==> src/rtl/data_unpacker.sv <==
// data_unpacker: wide-to-narrow width converter.
// Accepts one IN_WIDTH word and emits it as NUM_SPLIT OUT_WIDTH slices, least-significant
// slice first. A single holding register keeps the word, and a new word can load on the
// same edge that the final slice leaves, so a back-to-back stream has no bubble.
module data_unpacker #(
    parameter int IN_WIDTH  = 128,
    parameter int OUT_WIDTH = 64,
    parameter int OP_WIDTH  = 16,
    localparam int NUM_SPLIT = IN_WIDTH / OUT_WIDTH,
    localparam int CNT_W     = $clog2(NUM_SPLIT) + 1
) (
    input  logic                 clk,
    input  logic                 reset,
    // wide upstream side
    input  logic                 s_read_req,
    output logic                 s_read_ready,
    input  logic [IN_WIDTH-1:0]  s_read_data,
    // narrow downstream side
    output logic                 m_read_req,
    input  logic                 m_read_ready,
    output logic [OUT_WIDTH-1:0] m_read_data,
    output logic                 m_read_last,
    output logic [CNT_W-1:0]     slice_idx
);

    // Parameter legality: slices must tile the word, operands must tile a slice.
    generate
        if ((IN_WIDTH % OUT_WIDTH) != 0) begin : g_bad_in_width
            $error("data_unpacker: IN_WIDTH must be an exact multiple of OUT_WIDTH");
        end
        if ((OUT_WIDTH % OP_WIDTH) != 0) begin : g_bad_op_width
            $error("data_unpacker: OUT_WIDTH must be a multiple of OP_WIDTH");
        end
    endgenerate

    localparam logic [CNT_W-1:0] LAST_IDX = CNT_W'(NUM_SPLIT - 1);

    // Holding register (shifted down as slices leave), valid flag and slice counter.
    logic [IN_WIDTH-1:0] data_q, data_d;
    logic                valid_q, valid_d;
    logic [CNT_W-1:0]    cnt_q, cnt_d;

    logic in_fire;
    logic out_fire;
    logic is_last;

    // Output view of the state; the current slice is always the low bits of the register.
    always_comb begin
        is_last      = valid_q && (cnt_q == LAST_IDX);
        m_read_req   = valid_q;
        m_read_data  = data_q[OUT_WIDTH-1:0];
        m_read_last  = is_last;
        slice_idx    = cnt_q;
        // Ready when empty, or when the final slice is leaving this very cycle.
        s_read_ready = !valid_q || (is_last && m_read_ready);
        in_fire      = s_read_req && s_read_ready;
        out_fire     = valid_q && m_read_ready;
    end

    // Next-state: a load takes priority over the last-slice drain so words chain with no gap.
    always_comb begin
        data_d  = data_q;
        valid_d = valid_q;
        cnt_d   = cnt_q;
        if (in_fire) begin
            data_d  = s_read_data;
            cnt_d   = '0;
            valid_d = 1'b1;
        end else if (out_fire) begin
            if (is_last) begin
                // Word fully consumed; leave data alone, it is no longer visible as valid.
                valid_d = 1'b0;
                cnt_d   = '0;
            end else begin
                data_d = data_q >> OUT_WIDTH;
                cnt_d  = cnt_q + CNT_W'(1);
            end
        end
    end

    // State registers; reset discards any partially emitted word.
    always_ff @(posedge clk) begin
        if (reset) begin
            data_q  <= '0;
            valid_q <= 1'b0;
            cnt_q   <= '0;
        end else begin
            data_q  <= data_d;
            valid_q <= valid_d;
            cnt_q   <= cnt_d;
        end
    end

endmodule

==> config.mk <==
export PLATFORM = sky130hd
export DESIGN_NAME = data_unpacker
export DESIGN_NICKNAME = d
export VERILOG_FILES = /design/src/rtl/data_unpacker.sv
export SDC_FILE = /design/constraint.sdc
export NUM_CORES = 1
export LEC_CHECK = 0
export ABC_AREA = 1
export CORE_ASPECT_RATIO = 1.4
export CORE_MARGIN = 5
export CORE_UTILIZATION = 51
export CTS_CLUSTER_SIZE = 10
export DETAILED_ROUTE_END_ITERATION = 7
export PLACE_DENSITY = 0.89
export SYNTH_ARGS = -nofsm -noshare
export SYNTH_HDL_FRONTEND = slang
export SYNTH_SLANG_ARGS = --single-unit
==> constraint.sdc <==
create_clock -name clk -period 2.9 [get_ports clk]
set_input_delay 0.435 -clock clk [delete_from_list [all_inputs] [get_ports clk]]
set_output_delay 0.435 -clock clk [all_outputs]
set_load 0.005 [all_outputs]
-- Word level (Yosys, flattened, before mapping)
Index checks and enable logic that the tools add are counted.
- output and inout port bits: 69
- bits in latches: 0
- bits in writable memories: 0
- bits of input ports: 132
- logic and storage cells: 24
- memory bits (read-only): 0
- memories: 0
- register bits after elaboration: 131
- multipliers: 0
- $add $sub $neg: 1
- muxes and demuxes: 7
- eq/ne operators: 2
- reduce and logical (&&, ||, !) cells: 11
- div/mod/pow operators: 0
- shift operators: 0
- magnitude comparators: 0
- bitwise gates (word level): 0
- operators with widths (cell ; count):
    2-to-1 mux 128 bit ; 3
    logical AND 1 bit ; 4
    AND reduction 2 bit ; 2
    nonzero test 2 bit ; 2
    2-to-1 mux 1 bit ; 3
    adder 2 x 1 -> 2 bit (second input constant) ; 1
    equality test 2 x 1 -> 1 bit (second input constant) ; 1
    2-to-1 mux 2 bit ; 1
    inequality test 2 x 1 -> 1 bit (second input constant) ; 1
    OR reduction 2 bit ; 1
    logical NOT 1 bit ; 1
    logical OR 1 bit ; 1

-- Logic depth before layout (Yosys ltp)
- depth in word-level cells: 7
- depth in mapped cells: 10
- depth with buffers taken out: 8

-- Worst setup path before layout
OpenSTA, ideal clock, no wires.
- path kind: input-to-output
- start: input port m_read_ready
- end: output port s_read_ready
- path slack: 1461 ps
- data required time: 2465 ps
- arrival time: 1004 ps
- cell stages on the path: 4
- path buffers: 2
- cell sequence: inv_1 -> o21bai_4 -> buf_2 -> buf_2
- longest elaborated chain between the ends: 2
- ends and longest elaborated chain (what ; RTL line ; RTL):
    start: declaration ; 20 ; input logic m_read_ready,
    logical AND 1 bit ; 55 ; s_read_ready = !valid_q || (is_last && m_read_ready);
    logical OR 1 bit ; 55 ;
    end: declaration ; 16 ; output logic s_read_ready,
Every way passes these cells.

-- Worst setup path after layout
Same ends and word-level chain as after synthesis.

==> impl_results.md <==
- FP Rows: 49
- First-pass GRT wire length: 28100 microns
- Worst r2r src: m_read_req$_SDFFE_PP0P_
- Max stage delay on crit path: 590 ps
- Die X: 106 microns
- Initial antenna violation count: 0
- IO Pins: 201
- Vias per inst: 5.32
- Warnings, synthesis: 0
- Peak VDD IR: 0.381 mV
- Hold crit path type: primary input to register
- Period utilization: 0.803
- Ratio of cells with drive above 1 in the final layout: 0.0436
- Crit path from: m_read_ready
- RSZ-0062 raised after global routing: false
- Most common cell after layout, fill and taps aside: clkdlybuf4s50_1
- # diodes: 0
- Synth area leader: dfxtp_1
- Tot GR Track Use: 0.228
- Number of H-tree levels: 4
- Crit path DAT: 1890 ps
- Hold EP: m_read_req$_SDFFE_PP0P_
- Cells after Synth: 940
- Final instance area: 8580 sq um
- Final slew viol count: 0
- Pin count of the biggest net entering global routing: 194
- Slowest CP cell: clkdlybuf4s50_1
- Core area: 12800 sq um
- CTS root buffer: clkbuf_16
- Ranking of synthesized cells by area: dfxtp_1, nand3_1, nand2_1
- Post-CTS setup buffer count: 0
- Worst setup SP type: primary input
- Die area: 15300 sq um
- CP delay by family, top: buffers and inverters
- Busiest grt layer: met2
- Post-Syn Nets: 1072
- Crit-path max FO: 4
- Drt first pass iters: 5
- Worst skew pair latency: 410 ps
- Distinct cells, synth: 16
- F_max: 429 MHz
- Setup TNS: 0 ps
- Skew final: 16.9 ps
- Die span in y: 144 microns
- Vias: 6302
- Routing usage on met3: 0.0540
- Initial DRC Count: 338
- Buf+Inv Stages, Crit Path: 3
- R2r worst-path depth: 8
- Synth Cell Area: 6560 sq um
- Placed standard-cell area: 8040 sq um
- Status: finished, final reports clean
- Post-DRT Antenna Nets: 0
- Total grt overflow: 0
- DR WL/cell: 15.1 microns
- CTS tree: built
- Sequential share of the synthesized area: 0.400
- Tmin final: 2330 ps
- Routed Wire Length: 17800 microns
- Fin nets: 1151
- Synth Register Bits: 131
- Cts repair resizes: 0
- Crit path cell chain: clkdlybuf4s50_1 > inv_1 > o21bai_4 > clkdlybuf4s50_1
- Gpl congestion: 0.837
- GRT met2 Usage: 0.368
- Syn_area_per_cell: 6.97 sq um
- Final setup fails: 0
- Worst path most repeated cell: clkdlybuf4s50_1
- Hold path depth: 3
- Hold Buf Count CTS: 0
- Remaining DRCs: 0
- CTS buffer count: 17
- Number of global-route vias before repair: 5633
- CTS Sinks: 131
- CP Class: primary input to output port
- Worst slew pin tran: 861 ps
- Worst-path clk slew: 50 ps
- Setup slack, reg-to-reg: 1020 ps
- Type of destination of the critical path: output port
- Max Cap Viol: 0
- Post-synth top area share: 0.400
- Worst min-delay path startpoint: s_read_req
- Leak: 3.52 nW
- Final hold vios: 0
- Clock buffer depth: 2
- Commonest cells after routing, fill and taps aside: clkdlybuf4s50_1, nand2_1, nand3_1, dfxtp_1, nor2_1
- Pwr Density: 582 nW/um^2
- Area grow syn2layout: 30.9%
- Worst slew margin: 0.426
- Initial Util: 0.514
- Met1 usage: 0.282
- Number of port buffers: 200
- Dpl hpwl: 10700 microns
- RR Endpoint: data_q[57]$_SDFFE_PP0P_
- Hold slack: 359 ps
- Worst Path Required: 2470 ps
-- per-layer routing --
metal | wire [microns] | up-vias
met2 | 8800 | 252
met4 | 796 | 0
met3 | 1190 | 55
met1 | 7050 | 2829
li1 | - | 3166
met5 | 0 | -
-- power by group --
group / internal (mW) / leakage [nW] / switching, mW
sequential: 1.94 / 1.08 / 0.0642
combinational: 0.521 / 2.18 / 0.489
clock: 1.21 / 0.262 / 0.773
-- stage by stage --
stage / total power, mW / cells / utilization / setup slack [ps]
2_1_floorplan: 2.68 / 940 / - / 1460
3_3_place_gp: 3.03 / 1153 / 0.630 / 588
3_5_place_dp: 3.04 / 1153 / 0.630 / 568
4_1_cts: 5.03 / 1184 / 0.673 / 561
5_1_grt: 5.23 / 1184 / 0.673 / 504
6_report: 5.00 / 1184 / 0.673 / 571
-- synth_stat cells (all sizes together) --
cell type	instances
nand2	197
nand3	193
dfxtp	131
nor2	129
buf	113
a21oi	66
nand3b	64
clkbuf	35
inv	7
nor3	2
and2	1
o21ai	1
o21bai	1
-- flip-flops by register name (all words and copies together), names as in the netlist --
name        count
slice_idx       2
m_read_req      1
data_q        128
-- worst register-to-register path: stages, from the launching register on --
cell and delay, ps:
dfxtp_1 420, inv_2 50, o21bai_4 220, nand2_8 90, buf_12 440, nand2_1 370
nand2_1 100, nor2_1 40, nor2_1 90
-- logic make-up after synthesis --
group                  Yosys count  synth area share
and+or+nand+nor                586             0.410
buffers and inverters          155             0.136
DFF                            131             0.400
AOI/OAI and AO/OA               68            0.0540
-- how the worst max path moves through the flow --
stage	to	cells past startpoint	slack, ps
floorplan	s_read_ready	4	1460
global placement	s_read_ready	4	590
finish	s_read_ready	4	570
detailed placement	s_read_ready	4	570
CTS	s_read_ready	4	560
global route	s_read_ready	4	500
-- layout make-up --
type	count	area, sq um
clock inverters	9	81.3
clock buffers	22	464
inverters	7	26.3
multi-input cells	654	3070
repair buffers	208	2130
well taps	153	191
fillers	1029	4170
flip-flops and latches	131	2620
Power figures use the tool's default switching activity.
